==> config.mk <==
export PLATFORM = sky130hd
export DESIGN_NAME = memory_access_controller
export DESIGN_NICKNAME = d
export VERILOG_FILES = /design/src/rtl/memory_access_controller.sv
export SDC_FILE = /design/constraint.sdc
export NUM_CORES = 1
export LEC_CHECK = 0
export ABC_CLOCK_PERIOD_IN_PS = 2760
export CORE_MARGIN = 2
export CORE_UTILIZATION = 40
export DETAILED_ROUTE_END_ITERATION = 8
export GPL_ROUTABILITY_DRIVEN = 0
export PLACE_DENSITY = 0.69
export SYNTH_ARGS = -nofsm -noshare
export SYNTH_HDL_FRONTEND = slang
export SYNTH_SLANG_ARGS = --single-unit
==> constraint.sdc <==
create_clock -name clock -period 2.76 [get_ports clock]
set_clock_uncertainty 0.15 [all_clocks]
set_input_delay 0.552 -clock clock [delete_from_list [all_inputs] [get_ports clock]]
set_output_delay 0.552 -clock clock [all_outputs]
set_load 0.01 [all_outputs]
==> src/rtl/memory_access_controller.sv <==
// ============================================================================
// memory_access_controller
//
// Initiator-side controller for a 32-word synchronous memory.  A requester
// hands over single-word or burst read/write commands through a valid/ready
// handshake.  The controller then owns the memory strobes. It sequences
// mem_wE / mem_rE one beat at a time and increments the address after each
// beat. Read data is returned on rd_data with one rd_valid pulse per word.
//
// Ports
//   clock          in   rising-edge system clock
//   reset          in   asynchronous, active-high reset
//   req_valid      in   command present
//   req_ready      out  command can be accepted (IDLE only)
//   req_write      in   1 = write burst, 0 = read burst
//   req_addr       in   start address
//   req_len        in   beats minus one
//   wr_data        in   write beat data
//   wr_data_valid  in   write beat present
//   wr_data_ready  out  write beat taken (WRITE only)
//   rd_data        out  read beat data
//   rd_valid       out  rd_data valid this cycle (no backpressure)
//   busy           out  controller not idle
//   done           out  one-cycle pulse when a burst completes
//   mem_address    out  memory address
//   mem_data       out  memory write data
//   mem_rE         out  memory read enable
//   mem_wE         out  memory write enable
//   mem_dataOut    in   memory read data
//
// Timing notes
//   All memory-side outputs are registered.  A strobe therefore becomes
//   visible the cycle after the FSM decides on it.
//   A read issued at edge En returns on rd_data/rd_valid after edge
//   E(n + READ_LATENCY + 1).  One tag bit per issued read travels through a
//   READ_LATENCY+1 deep shift pipe. The tag leaving the last stage marks
//   the edge at which mem_dataOut holds that beat.
//   done is a registered image of the DONE state, so it pulses the cycle
//   after DONE. That is one cycle after the last write strobe or the last
//   read beat.
// ============================================================================
module memory_access_controller #(
    parameter int DATA_W       = 8,
    parameter int ADDR_W       = 5,
    parameter int LEN_W        = 5,
    parameter int READ_LATENCY = 1
) (
    input  logic              clock,
    input  logic              reset,
    // command channel
    input  logic              req_valid,
    output logic              req_ready,
    input  logic              req_write,
    input  logic [ADDR_W-1:0] req_addr,
    input  logic [LEN_W-1:0]  req_len,
    // write data channel
    input  logic [DATA_W-1:0] wr_data,
    input  logic              wr_data_valid,
    output logic              wr_data_ready,
    // read data channel
    output logic [DATA_W-1:0] rd_data,
    output logic              rd_valid,
    // status
    output logic              busy,
    output logic              done,
    // memory side
    output logic [ADDR_W-1:0] mem_address,
    output logic [DATA_W-1:0] mem_data,
    output logic              mem_rE,
    output logic              mem_wE,
    input  logic [DATA_W-1:0] mem_dataOut
);

    localparam int PIPE_D = READ_LATENCY + 1;

    localparam logic [ADDR_W-1:0] ADDR_ZERO = {ADDR_W{1'b0}};
    localparam logic [ADDR_W-1:0] ADDR_ONE  = {{(ADDR_W-1){1'b0}}, 1'b1};
    localparam logic [LEN_W-1:0]  LEN_ZERO  = {LEN_W{1'b0}};
    localparam logic [LEN_W-1:0]  LEN_ONE   = {{(LEN_W-1){1'b0}}, 1'b1};
    localparam logic [DATA_W-1:0] DATA_ZERO = {DATA_W{1'b0}};
    localparam logic [PIPE_D-1:0] PIPE_ZERO = {PIPE_D{1'b0}};

    typedef enum logic [2:0] {
        ST_IDLE  = 3'd0,
        ST_WRITE = 3'd1,
        ST_READ  = 3'd2,
        ST_DRAIN = 3'd3,
        ST_DONE  = 3'd4
    } state_t;

    state_t              r_state;
    logic [ADDR_W-1:0]   r_cur_addr;
    logic [LEN_W-1:0]    r_remaining;
    logic                r_mem_rE;
    logic                r_mem_wE;
    logic [ADDR_W-1:0]   r_mem_address;
    logic [DATA_W-1:0]   r_mem_data;
    logic                r_done;
    logic [PIPE_D-1:0]   r_rd_pipe;
    logic                r_rd_valid;
    logic [DATA_W-1:0]   r_rd_data;

    logic                w_issue;
    logic                w_tag_exit;
    logic                w_pipe_pending;

    // A read is issued on every cycle spent in READ.
    assign w_issue        = (r_state == ST_READ);
    // The oldest tag leaves the pipe on this edge.
    assign w_tag_exit     = r_rd_pipe[PIPE_D-1];
    // Tags that are still in flight after this edge.  Nothing is issued
    // in DRAIN, so the pipe is empty after this edge when these are clear.
    assign w_pipe_pending = |r_rd_pipe[PIPE_D-2:0];

    // Status and handshake outputs are decoded straight from the state register.
    assign req_ready     = (r_state == ST_IDLE);
    assign wr_data_ready = (r_state == ST_WRITE);
    assign busy          = (r_state != ST_IDLE);

    assign mem_address   = r_mem_address;
    assign mem_data      = r_mem_data;
    assign mem_rE        = r_mem_rE;
    assign mem_wE        = r_mem_wE;
    assign done          = r_done;
    assign rd_valid      = r_rd_valid;
    assign rd_data       = r_rd_data;

    // Command FSM: accepts commands, sequences memory strobes, and counts
    // addresses and beats.
    always_ff @(posedge clock or posedge reset) begin
        if (reset) begin
            r_state       <= ST_IDLE;
            r_cur_addr    <= ADDR_ZERO;
            r_remaining   <= LEN_ZERO;
            r_mem_rE      <= 1'b0;
            r_mem_wE      <= 1'b0;
            r_mem_address <= ADDR_ZERO;
            r_mem_data    <= DATA_ZERO;
            r_done        <= 1'b0;
        end else begin
            // Strobes and done are single-cycle unless re-asserted below.
            r_mem_rE <= 1'b0;
            r_mem_wE <= 1'b0;
            r_done   <= 1'b0;
            case (r_state)
                ST_IDLE: begin
                    if (req_valid) begin
                        r_cur_addr  <= req_addr;
                        r_remaining <= req_len;
                        r_state     <= req_write ? ST_WRITE : ST_READ;
                    end else begin
                        r_state <= ST_IDLE;
                    end
                end
                ST_WRITE: begin
                    // A stalled cycle leaves the address and count untouched.
                    if (wr_data_valid) begin
                        r_mem_wE      <= 1'b1;
                        r_mem_address <= r_cur_addr;
                        r_mem_data    <= wr_data;
                        r_cur_addr    <= r_cur_addr + ADDR_ONE;
                        if (r_remaining == LEN_ZERO) begin
                            r_state <= ST_DONE;
                        end else begin
                            r_remaining <= r_remaining - LEN_ONE;
                        end
                    end else begin
                        r_state <= ST_WRITE;
                    end
                end
                ST_READ: begin
                    // Reads issue back-to-back, one per cycle. The address
                    // wraps from 31 to 0 naturally.
                    r_mem_rE      <= 1'b1;
                    r_mem_address <= r_cur_addr;
                    r_cur_addr    <= r_cur_addr + ADDR_ONE;
                    if (r_remaining == LEN_ZERO) begin
                        r_state <= ST_DRAIN;
                    end else begin
                        r_remaining <= r_remaining - LEN_ONE;
                    end
                end
                ST_DRAIN: begin
                    if (w_pipe_pending) begin
                        r_state <= ST_DRAIN;
                    end else begin
                        r_state <= ST_DONE;
                    end
                end
                ST_DONE: begin
                    r_done  <= 1'b1;
                    r_state <= ST_IDLE;
                end
                default: begin
                    r_state <= ST_IDLE;
                end
            endcase
        end
    end

    // Read tag pipe and capture of returned memory data.
    always_ff @(posedge clock or posedge reset) begin
        if (reset) begin
            r_rd_pipe  <= PIPE_ZERO;
            r_rd_valid <= 1'b0;
            r_rd_data  <= DATA_ZERO;
        end else begin
            r_rd_pipe  <= {r_rd_pipe[PIPE_D-2:0], w_issue};
            r_rd_valid <= w_tag_exit;
            if (w_tag_exit) begin
                r_rd_data <= mem_dataOut;
            end else begin
                r_rd_data <= r_rd_data;
            end
        end
    end

endmodule
**After elaboration in Yosys (flattened, before gate mapping)**

Cells that the tools add are included.

- Register bits after elaboration: 40
- Bits of input ports: 31
- Output and inout bits: 28
- Word-level logic and storage cells: 50

- Add/subtract/negate cells: 2
- Eq/ne operators: 8
- Mux-type cells: 20
- Reductions and logical operators: 9

Operators with widths:

| kind | number |
|---|---|
| 5-bit two-way mux | 6 |
| 5-bit one-hot mux with 3 select lines | 2 |
| 3-bit two-way mux | 4 |
| 3-bit one-hot mux with 4 select lines | 1 |
| 5-bit one-hot mux with 2 select lines | 1 |
| 3-bit by 2-bit equality test with 1-bit output (second input constant) | 2 |
| 2-bit AND reduction | 3 |
| 3-bit nonzero test | 2 |
| 5-bit by 1-bit adder with 5-bit output (second input constant) | 1 |
| 5-bit zero test | 1 |
| 5-bit by 1-bit subtractor with 5-bit output (second input constant) | 1 |
| 1-bit two-way mux | 4 |
| 2-bit two-way mux | 2 |
| 2-bit != test (second input constant) | 2 |
| 3-bit by 1-bit equality test with 1-bit output (second input constant) | 1 |
| 3-bit equality test (second input constant) | 1 |
| 3-bit zero test | 1 |
| 3-bit by 2-bit != test with 1-bit output (second input constant) | 1 |
| 3-bit AND reduction | 1 |
| 2-bit by 1-bit != test with 1-bit output (second input constant) | 1 |
| 2-bit nonzero test | 1 |

**Depth between registers and ports, before layout**

- Word-level depth: 4
- Gate-level depth with buffers: 6
- Gate-level depth less buffers: 6

**Worst setup path before layout**

OpenSTA, ideal clock, no wires.

- Path kind: register to output
- Start point: register r_state[0]
- End point: output port req_ready
- Arrival: 1059 ps
- Data required time: 2058 ps
- Setup slack: 999 ps
- Cell stages (with the launch flop): 4
- Path buffers: 1
- Path through: dfrtp_1 > buf_6 > or3_4 > inv_2

- Cells in the longest elaborated chain, start to end: 1

Ends and longest elaborated chain:

| item | RTL line | source |
|---|---|---|
| start, declared | 91 | `state_t r_state;` |
| start signal, assigned | 150 | `r_state <= req_write ? ST_WRITE : ST_READ;` |
| 3-bit zero test | 116 | `assign req_ready = (r_state == ST_IDLE);` |
| end, declared | 52 | `output logic req_ready,` |

No other way between the ends.

**Worst setup path in the final report**

- Start point: register r_state[2]
- End point: output port req_ready

The elaborated chain is that of the path after synthesis.

==> flow_summary.toml <==
[sta]
max_freq_mhz = 401.9
setup_viol_count_final = 0
setup_tns_ns = 0
fin_crit_sh_pct = 90.15
rsz0062_at_grt = "no"
tightest_slew_ns = 0.5084
relSlewSlack_pct = 65.85
period_minus_slack_ns = 2.488
setup_ws_ns = 0.2718
slew_viol_final = 0
hold_violations = 0
fin_hold_ws_ns = 0.3166

[cts]
clock_latency_ns = 0.29
cts_root_buf = "clkbuf_8"
clkSlewWorstSetupHoldPaths_ns = 0.08
cts-resized-gates = 0
cts_hold_buf = 0
cts_sinks = 39
cts_buffers = 5
cts_setup_buffers = 0
cts_max_level = 2
cts_tree = "built"
clockBufferDepth = 2

[flow_run]
cap_violations = 0

[setup_path]
cp-start-kind = "flip-flop"
crit_family = "buffers and inverters"
critPathMaxStageDelay_ns = 0.53
path_buf_inv = 2
cp-end-kind = "output pin"
crit_path_top_delay_cell = "dfrtp_1"
cp.arrival_ns = 1.79
crit_fanout = 13
crit_chain = "or3_4 -> inv_2 -> clkdlybuf4s50_1"
path_class = "reg -> out"
cp.required_ns = 2.06

[power_and_ir_drop]
p_switching_mw = 1.162
combPwrFrac_pct = 50.1
p_seq_share_pct = 33.0
internal-power_mw = 2.145
pwr-share-clk_pct = 17.0
vdd_ir_drop_max_v = 0.0005527
leakagePower_nw = 1.076
swShare_pct = 35.14
power_density_nw_per_um2 = 1291

[final_layout]
drive_above_1_share_pct = 18.66
multi_input_area_um2 = 739.5
fill_cells = 342
regArea_um2 = 975.9
diodes = 0
layout.nets = 241
synthToLayoutAreaGrowth_pct = 41.27
stdcell_area_um2 = 2561

[placement]
postPlaceCellArea_um2 = 2425
pre_cts_ws_ns = 0.4306
dp_hpwl_um = 2800
port_buffers = 58

[global_route]
grt_usage_pct = 15.45
grt-ovfl-total = 0
antenna_found_initial = 0
grt_start_max_net_pins = 40
grt_pass1_vias = 1310
grt_pass1_wl_um = 6175

[synthesis]
ys_seq_area_share_pct = 53.83
yosysWarnings = 0
syn-num-nets = 180
synth_area_um2 = 1813
synthDistinctLibCells = 35
ys_ff_latch = 39
synthCells = 147
syn_area_per_cell_um2 = 12.33

[min_path]
holdCritPathClass = "reg -> reg"

[routing]
drc_errors = 0
num_vias = 1346
dr.pass1.iters = 4
drtIter0Drc = 40
postRouteAntennaNets = 0
avgRoutedWirePerCell_um = 14.55
vias_per_cell = 5.157
wl_um = 3798

[floorplanning]
placementRows = 24
start_util_pct = 41.64
die_h_um = 71.33
dieArea_um2 = 5087
die-width_um = 71.33
ios = 59
core-area_um2 = 4354

[run_status]
status = "completed"
-- worst reg2reg max path: stages, from the launching register on --
cell	delay, ns
dfrtp_1	0.53
nand4bb_4	0.33
inv_2	0.23
nor2_4	0.09
nor2_1	0.12
mux2_1	0.32
-- Yosys cell counts (all sizes together) --
| master | number | share of area, % |
|---|---|---|
| dfrtp | 39 | 54 |
| mux2 | 20 | 12 |
| inv | 11 | 2.3 |
| nor2 | 9 | 2.3 |
| a21oi | 7 | 2.1 |
| nand2 | 7 | 1.4 |
| buf | 6 | 2.9 |
| a2bb2oi | 4 | 1.9 |
| mux2i | 4 | 2.2 |
| nand3 | 4 | 1.1 |
| o21ai | 4 | 1.1 |
| o22ai | 4 | 1.4 |
| nand2b | 3 | 1.0 |
| nor3b | 3 | 1.5 |
| o2bb2ai | 3 | 1.4 |
| a31oi | 2 | 0.69 |
| a32oi | 2 | 0.97 |
| ha | 2 | 1.4 |
| nor3 | 2 | 0.55 |
| o21a | 2 | 0.83 |
| a21o | 1 | 0.41 |
| clkbuf | 1 | 0.21 |
| nand4bb | 1 | 1.5 |
| nor4b | 1 | 1.3 |
| o31a | 1 | 0.48 |
| o31ai | 1 | 1.2 |
| or2 | 1 | 0.35 |
| or3 | 1 | 0.62 |
| xnor2 | 1 | 0.48 |
-- registers in the layout (all words and copies together), names as in the netlist --
signal       cells
rd_data          8
r_state          3
mem_data         8
mem_address      5
mem_wE           1
r_cur_addr       5
done             1
r_rd_pipe        2
rd_valid         1
r_remaining      5
-- per-layer routing --
metal	GRT usage (%)	wire length (um)	up-vias
li1	-	-	636
met1	19.49	1641	643
met2	26.23	1816	63
met3	5.345	323	4
met4	2.516	15	0
met5	0	0	-
-- per-stage QoR --
| stage | power [mW] | utilization (%) | std cells |
|---|---|---|---|
| final | 3.306 | 58.82 | 261 |
| after global routing | 3.533 | 58.82 | 261 |
| after global placement | 2.707 | 55.69 | 253 |
| after detailed placement | 2.770 | 55.69 | 253 |
| after CTS | 3.340 | 58.82 | 261 |
| after floorplan | 2.155 | - | 147 |
-- power by group through the flow --
| stage | Clock, mW | Combinational, mW | Sequential (mW) |
|---|---|---|---|
| after global placement | 0 | 1.62 | 1.09 |
| after CTS | 0.576 | 1.67 | 1.09 |
| after global routing | 0.600 | 1.80 | 1.14 |
| after floorplan | 0 | 1.04 | 1.11 |
| after detailed placement | 0 | 1.67 | 1.10 |
| final | 0.561 | 1.65 | 1.09 |
-- cells by family after synthesis --
logic type      share of synthesized area (%)
mux                                     14.63
compound gates                          12.56
simple gates                            11.73
fa+ha+maj                               1.380
xor+xnor                               0.4832
flops                                   53.83
buf+inv                                 5.383
-- cells in the final DEF, fill, tap and decap left out, types with 2 or more instances in the layout --
cell type	netlist	final
nand3_1	4	4
a2bb2oi_1	4	4
nand2b_1	3	3
inv_1	9	9
bufinv_16	0	2
mux2i_1	4	4
nor3_1	2	2
o21ai_0	4	4
ha_1	2	2
mux2_2	19	19
inv_2	2	2
clkbuf_8	0	5
nor3b_1	2	2
a32oi_1	2	2
nand2_1	7	7
o22ai_1	4	4
o21a_1	2	2
buf_4	4	3
a31oi_1	2	2
dfrtp_1	39	39
nor2_1	8	8
clkdlybuf4s50_1	0	58
a21oi_1	6	6
o2bb2ai_1	3	3
-- area by class of cell --
type	count	area share, %
multi-input cells	90	28.87
flip-flops and latches	39	38.10
well taps	52	2.540
clock inverters	3	2.638
inverters	11	1.612
repair buffers	61	23.55
clock buffers	5	2.687
-- worst paths after layout --
check | startpoint | end | slack, ns | cells after the start
min in group asynchronous | reset | mem_data[4]$_DFFE_PP0P_ | 0.54 | 3
worst min register to register | r_rd_pipe[0]$_DFF_PP0_ | r_rd_pipe[1]$_DFF_PP0_ | 0.32 | 0
worst max-delay path | r_state[2]$_DFFE_PP0P_ | req_ready | 0.27 | 3
worst min-delay path | r_rd_pipe[0]$_DFF_PP0_ | r_rd_pipe[1]$_DFF_PP0_ | 0.32 | 0
max in group asynchronous | reset | mem_data[3]$_DFFE_PP0P_ | 1.59 | 3
worst max register to register | r_state[2]$_DFFE_PP0P_ | r_state[0]$_DFFE_PP0P_ | 0.87 | 5
(Power assumes the default switching activity.)
